`src/rtl/outport_pkg.sv`:
```
`default_nettype none
// ============================================================================
//  Module      : outport_pkg
//  Description : Shared types and the address decoder for the output port
//                bank. Each port appears in four consecutive windows of
//                NUM_PORTS addresses (write, set, clear, toggle), followed
//                by a single control register address.
//  Revision    : 1.0 - initial release
// ============================================================================
package outport_pkg;

    // Bus operation selected by the current address
    typedef enum logic [2:0] {
        OP_WRITE = 3'd0,
        OP_SET   = 3'd1,
        OP_CLR   = 3'd2,
        OP_TGL   = 3'd3,
        OP_CTRL  = 3'd4,
        OP_NONE  = 3'd5
    } op_e;

    // Window numbers; window k starts at offset k*NUM_PORTS
    localparam int unsigned WIN_WRITE = 0;
    localparam int unsigned WIN_SET   = 1;
    localparam int unsigned WIN_CLR   = 2;
    localparam int unsigned WIN_TGL   = 3;
    localparam int unsigned WIN_CTRL  = 4;

    // Width of the decoded port index (covers any NUM_PORTS <= DATA_W)
    localparam int IDX_W = 16;

    typedef struct packed {
        op_e               op;
        logic [IDX_W-1:0]  idx;
    } decode_t;

    // Map a bus address onto {operation, port index}
    function automatic decode_t decode_addr(
        input logic [31:0] addr,
        input logic [31:0] base,
        input logic [31:0] nports
    );
        decode_t     d;
        logic [31:0] off;
        d.op  = OP_NONE;
        d.idx = '0;
        off   = addr - base;
        if (addr >= base) begin
            if (off < nports * (WIN_WRITE + 1)) begin
                d.op  = OP_WRITE;
                d.idx = IDX_W'(off);
            end else if (off < nports * (WIN_SET + 1)) begin
                d.op  = OP_SET;
                d.idx = IDX_W'(off - nports * WIN_SET);
            end else if (off < nports * (WIN_CLR + 1)) begin
                d.op  = OP_CLR;
                d.idx = IDX_W'(off - nports * WIN_CLR);
            end else if (off < nports * (WIN_TGL + 1)) begin
                d.op  = OP_TGL;
                d.idx = IDX_W'(off - nports * WIN_TGL);
            end else if (off == nports * WIN_CTRL) begin
                d.op  = OP_CTRL;
            end
        end
        return d;
    endfunction

endpackage
`default_nettype wire

```
`src/rtl/outport_channel.sv`:
```
`default_nettype none
// ============================================================================
//  Module      : outport_channel
//  Description : One output port: data register, pulse-mode auto-clear timer
//                and the one-cycle update strobe. A bus write always wins
//                over timer expiry on the same edge.
//  Revision    : 1.0 - initial release
// ============================================================================
module outport_channel
    import outport_pkg::*;
#(
    parameter int DATA_W       = 8,
    parameter int PULSE_CYCLES = 4
) (
    input  logic              clock,
    input  logic              reset,
    input  logic              write_en,
    input  op_e               op,
    input  logic [DATA_W-1:0] data_in,
    input  logic              pulse_en,
    output logic [DATA_W-1:0] port_value,
    output logic              update
);

    localparam int TIMER_W = $clog2(PULSE_CYCLES + 1);
    localparam logic [TIMER_W-1:0] C_PULSE_LOAD = TIMER_W'(PULSE_CYCLES);
    localparam logic [TIMER_W-1:0] C_TIMER_ONE  = TIMER_W'(1);

    logic [DATA_W-1:0]  r_port;
    logic [DATA_W-1:0]  w_next_port;
    logic [TIMER_W-1:0] r_timer;
    logic               r_update;

    // Value the port takes on a bus write, by window
    always_comb begin
        w_next_port = data_in;
        case (op)
            OP_SET:  w_next_port = r_port | data_in;
            OP_CLR:  w_next_port = r_port & ~data_in;
            OP_TGL:  w_next_port = r_port ^ data_in;
            default: w_next_port = data_in;
        endcase
    end

    // Port register, pulse timer and update strobe
    always_ff @(posedge clock or negedge reset) begin
        if (!reset) begin
            r_port   <= '0;
            r_timer  <= '0;
            r_update <= 1'b0;
        end else begin
            r_update <= write_en;
            if (write_en) begin
                r_port  <= w_next_port;
                r_timer <= pulse_en ? C_PULSE_LOAD : '0;
            end else if (!pulse_en) begin
                // Leaving pulse mode freezes the port at its current value
                r_timer <= '0;
            end else if (r_timer != '0) begin
                r_timer <= r_timer - C_TIMER_ONE;
                if (r_timer == C_TIMER_ONE) begin
                    r_port <= '0;
                end
            end
        end
    end

    assign port_value = r_port;
    assign update     = r_update;

endmodule
`default_nettype wire

```
`src/rtl/output_port_bank.sv`:
```
`default_nettype none
// ============================================================================
//  Module      : output_port_bank
//  Description : Bank of NUM_PORTS memory-mapped output ports with write,
//                bit-set, bit-clear and bit-toggle windows, a control
//                register of per-port pulse-mode enables, and per-port
//                update strobes.
//                Optional readback path: OUTPUT_PORT_BANK_READBACK_EN.
//  Revision    : 1.0 - initial release
// ============================================================================
module output_port_bank
    import outport_pkg::*;
#(
    parameter int                DATA_W       = 8,
    parameter int                ADDR_W       = 8,
    parameter int                NUM_PORTS    = 4,
    parameter logic [ADDR_W-1:0] BASE_ADDR    = 8'hE0,
    parameter int                PULSE_CYCLES = 4
) (
    input  logic                        clock,
    input  logic                        reset,
    input  logic [ADDR_W-1:0]           address,
    input  logic [DATA_W-1:0]           data_in,
    input  logic                        write,
    input  logic                        read,
    output logic [NUM_PORTS*DATA_W-1:0] port_out,
    output logic [NUM_PORTS-1:0]        port_update,
    output logic [DATA_W-1:0]           data_out,
    output logic                        read_valid
);

    decode_t                w_dec;
    logic                   w_port_access;
    logic [NUM_PORTS-1:0]   r_ctrl;
    logic [NUM_PORTS-1:0]   w_ctrl_next;

    assign w_dec = decode_addr(32'(address), 32'(BASE_ADDR), 32'(NUM_PORTS));

    assign w_port_access = write && (w_dec.op == OP_WRITE || w_dec.op == OP_SET ||
                                     w_dec.op == OP_CLR   || w_dec.op == OP_TGL);

    // Channels see the post-write CTRL value so clearing a bit stops the
    // timer on the same edge, before it can expire
    assign w_ctrl_next = (write && w_dec.op == OP_CTRL) ? data_in[NUM_PORTS-1:0] : r_ctrl;

    // Control register holding the pulse-enable bits
    always_ff @(posedge clock or negedge reset) begin
        if (!reset) begin
            r_ctrl <= '0;
        end else begin
            r_ctrl <= w_ctrl_next;
        end
    end

    generate
        for (genvar i = 0; i < NUM_PORTS; i++) begin : g_port
            outport_channel #(
                .DATA_W       (DATA_W),
                .PULSE_CYCLES (PULSE_CYCLES)
            ) u_channel (
                .clock      (clock),
                .reset      (reset),
                .write_en   (w_port_access && (w_dec.idx == IDX_W'(i))),
                .op         (w_dec.op),
                .data_in    (data_in),
                .pulse_en   (w_ctrl_next[i]),
                .port_value (port_out[i*DATA_W +: DATA_W]),
                .update     (port_update[i])
            );
        end
    endgenerate

`ifdef OUTPUT_PORT_BANK_READBACK_EN
    logic [DATA_W-1:0] w_rd_value;
    logic [DATA_W-1:0] r_data_out;
    logic              r_read_valid;

    // Readback mux; only WRITE window and CTRL return register contents
    always_comb begin
        w_rd_value = '0;
        if (w_dec.op == OP_WRITE) begin
            for (int i = 0; i < NUM_PORTS; i++) begin
                if (w_dec.idx == IDX_W'(i)) begin
                    w_rd_value = port_out[i*DATA_W +: DATA_W];
                end
            end
        end else if (w_dec.op == OP_CTRL) begin
            w_rd_value = DATA_W'(r_ctrl);
        end
    end

    // Registered read data; samples pre-write values
    always_ff @(posedge clock or negedge reset) begin
        if (!reset) begin
            r_data_out   <= '0;
            r_read_valid <= 1'b0;
        end else begin
            r_read_valid <= read;
            r_data_out   <= read ? w_rd_value : '0;
        end
    end

    assign data_out   = r_data_out;
    assign read_valid = r_read_valid;
`else
    logic w_unused_read;
    assign w_unused_read = read;
    assign data_out      = '0;
    assign read_valid    = 1'b0;
`endif

endmodule
`default_nettype wire

```
`config.mk`:
```
export PLATFORM = sky130hd
export DESIGN_NAME = output_port_bank
export DESIGN_NICKNAME = d
export VERILOG_FILES = /design/src/rtl/outport_pkg.sv /design/src/rtl/outport_channel.sv /design/src/rtl/output_port_bank.sv
export SDC_FILE = /design/constraint.sdc
export NUM_CORES = 1
export LEC_CHECK = 0
export BUFFER_PORTS_ARGS = -buffer_cell sky130_fd_sc_hd__buf_2
export CAP_MARGIN = 20
export CELL_PAD_IN_SITES_DETAIL_PLACEMENT = 1
export CELL_PAD_IN_SITES_GLOBAL_PLACEMENT = 2
export CORE_ASPECT_RATIO = 1.1
export CORE_MARGIN = 1.5
export CORE_UTILIZATION = 37
export CTS_CLUSTER_SIZE = 30
export DETAILED_ROUTE_END_ITERATION = 6
export HOLD_SLACK_MARGIN = 0.08
export PLACE_DENSITY = 0.8
export SYNTH_ARGS = -nofsm -noshare
export SYNTH_HDL_FRONTEND = slang
export SYNTH_SLANG_ARGS = --single-unit
```
`constraint.sdc`:
```
create_clock -name clock -period 1.8 [get_ports clock]
set_input_delay 0.27 -clock clock [delete_from_list [all_inputs] [get_ports clock]]
set_output_delay 0.27 -clock clock [all_outputs]
set_load 0.005 [all_outputs]
```
==> results.md <==
* Synth Register Bits at 52
* Data arrival time of the critical path at 3380 ps
* Drt drc at 0
* R2r worst-path depth at 7
* Vias at approximately 4800
* Worst-Skew Late Latency at about 300 ps
* Max_cap viols at 0
* Core Area at around 0.014 mm²
* Area grow syn2layout at 27.2%
* DRT Pass-1 Iters at 4
* Die height at 129 µm
* Pwr Density at slightly above 400 mW/mm²
* Largest net degree at the start of global routing at 97
* Total number of yosys warnings at 0
* Total negative setup slack at -65800 ps
* Cell taking the most area after synthesis: dfrtp_1
* Die X at around 120 µm
* Pins Over Slew Limit at 0
* Hold Vio Cnt, Final at 0
* Final min period at about 3200 ps
* Root Driver: clkbuf_16
* VDD IR max at 0.311 mV
* Starting Density at between 30% and 40%
* Netlist Area Pre-Place at approximately 0.0053 mm²
* Top-count cell post-synth: ha_1
* Unrepaired setup endpoints after global routing: yes
* R2r startpoint: g_port[2].u_channel.r_timer[0]$_DFFE_PN0P_
* Worst Skew at ~7.5 ps
* Maximum clock path buffer count at 2
* Sequential cell area fraction in the yosys report at 24.4%
* Die area at roughly 0.015 mm²
* Final setup viols at 52
* H-tree levels at 2
* Pleak at ~3.2 nW
* Routed wire length at 16.1 mm
* PnR worst setup slack at -1370 ps
* Drt wl/cell at 17.8 µm
* Synth top area share at between 20% and 30%
* Violated checks: setup timing
* Num CTS Buffers at 5
* CP Capture Type: flip-flop
* Wire length of the first global-routing pass at ~27 mm
* Worst-path clk slew at 70 ps
* DP HPWL at ~12 mm
* Number of antenna violations at the first check in global routing at 0
* Actual slew at the worst max-slew pin at approximately 640 ps
* Async S/R FF share, synth at between 90% and 100%
* CTS tree: built
* Number of synthesized flops with an enable pin at 0
* Boundary Pins at 65
* Worst Hold Path EP: g_port[3].u_channel.port_value[7]$_DFFE_PN0P_
* Reg2Reg Capture Point: g_port[2].u_channel.port_value[5]$_DFFE_PN0P_
* Share of cells above drive strength 1 at between 20% and 30%
* Internal reg-to-reg setup slack at ~90 ps
* F_max at 315 MHz
* # port buffers at 54
* Total GRT Usage at 21.8%
* GRT overflow at 0
* Synth Flop Type: dfrtp_1
* Hold Path Class: primary input to flip-flop
* Synth Instances at 606
* Critical path type: primary input to flip-flop
* Via-per-instance ratio at around 5.3
* Worst Path Required at ~2000 ps
* Syn Area/Cell at a little under 9 µm²
* Synth top cells by count: ha_1, nand2_1, mux2i_1
* Largest cells by area after synthesis: dfrtp_1, ha_1, mux2i_1
* Vias in the first global route at between 5000 and 6000
* ANT cells at 0
* Row count at 45
* Slew margin rel. at about 57%
* CP Launch Type: primary input
* Status: complete, but fails checks
* Iter 0 DRT Violations at between 150 and 200
* Final Cycle Share at 176%
* Gpl congestion at between 0.8 and 0.9
* Clock sinks at 52
* Routed Antenna Nets at 0
* Worst hold slack at around 370 ps
* Final-stage net count at about 830
* Hold path cells at 3
* Count of unique library cells instantiated by Yosys at 59
* CP Max Fanout at 11
* Hold_sp: data_in[7]
## what timing repair did
item / 4_1_cts / 5_1_grt
endpoints found under the setup margin: 52 / 52
pin swaps: 1 / 5
hold buffers: 1 / 0
setup buffers: 8 / 3
hold endpoints to repair: 17 / 0
cloned: 1 / 0
resized for setup: 25 / 19
## critical path, stage by stage
cell and delay (ps):
buf_8 110, ha_4 160, ha_4 220, or4b_4 510
nor2_1 110, ha_2 210, or4_1 140, a2111oi_1 90
a211o_1 290, or4_4 600, a211oi_2 250, buf_12 190
mux2i_1 230
## worst max path at each step
stage	from	end	slack [ps]	depth (start not counted)
CTS	address[5]	g_port[2].u_channel.port_value[1]$_DFFE_PN0P_	-1450	14
detailed placement	address[5]	g_port[2].u_channel.port_value[1]$_DFFE_PN0P_	-1810	13
finish	address[5]	g_port[0].u_channel.port_value[3]$_DFFE_PN0P_	-1370	13
global route	address[5]	g_port[1].u_channel.port_value[0]$_DFFE_PN0P_	-1500	13
floorplan	address[5]	g_port[1].u_channel.port_value[1]$_DFFE_PN0P_	-1680	14
global placement	address[5]	g_port[1].u_channel.port_value[0]$_DFFE_PN0P_	-1660	13
## flip-flops by register name, indices dropped and copies added (netlist names)
signal,flops
g_port.u_channel.r_timer,12
r_ctrl,4
g_port.u_channel.port_value,32
g_port.u_channel.update,4
## placed cells by master, fill, tap and decap left out, drive strengths merged, types with 4 or more instances in the layout
cell type,instances
a2111oi,6
a21oi,7
buf,139
clkbuf,7
conb,9
dfrtp,52
ha,88
inv,58
mux2,7
mux2i,68
nand2,69
nand3,9
nor2,47
nor2b,7
nor3,14
nor3b,5
nor4,4
o21ai,34
o22ai,32
or3,4
or4,5
xnor2,6
xor2,4
## area by class of cell
class	instances	area, µm²
Fill cell	1694	7180
Multi-Input combinational cell	460	3810
Sequential cell	52	1300
Timing Repair Buffer	140	1070
Tap cell	188	235
Inverter	58	218
Clock buffer	7	143
Clock inverter	1	7.51
## per-layer routing
metal	share of wire, %	vias up	routed length (µm)	GRT usage, %
met5	0	-	0	0
met4	2.3	0	372	6.38
met3	2.6	27	419	2.66
met2	54	75	8760	43.8
met1	41	2407	6570	24.1
li1	-	2276	-	-
## metrics by stage
step                      setup slack (ps)  util, %  area [µm²]  std cells  power, W
after floorplan                      -1680        -        5500        614   0.00151
after global placement               -1660     45.5        6360        887   0.00171
after detailed placement             -1810     45.5        6360        887   0.00175
after CTS                            -1450     48.1        6720        905   0.00277
after global routing                 -1500     48.6        6790        906   0.00289
final                                -1370     48.6        6790        906   0.00277
## cells by family (layout without fill, tap and decap cells)
family / after synthesis / after routing / share of synthesized area [%]
multiplexers: 75 / 75 / 14.5
other: 1 / 9 / 0.0703
XOR/XNOR: 10 / 10 / 1.64
AO/OA/AOI/OAI: 97 / 97 / 12.6
buffers and inverters: 102 / 206 / 9.50
AND/OR/NAND/NOR: 181 / 181 / 16.7
flip-flops: 52 / 52 / 24.4
adder cells (fa/ha/maj): 88 / 88 / 20.6
## power by group
group | internal (W) | switching (W)
combinational | 0.000251 | 0.000308
clock | 0.000556 | 0.000455
sequential | 0.00118 | 0.0000152
total | 0.00199 | 0.000778
Note: power is estimated with default switching activity, not from simulation.
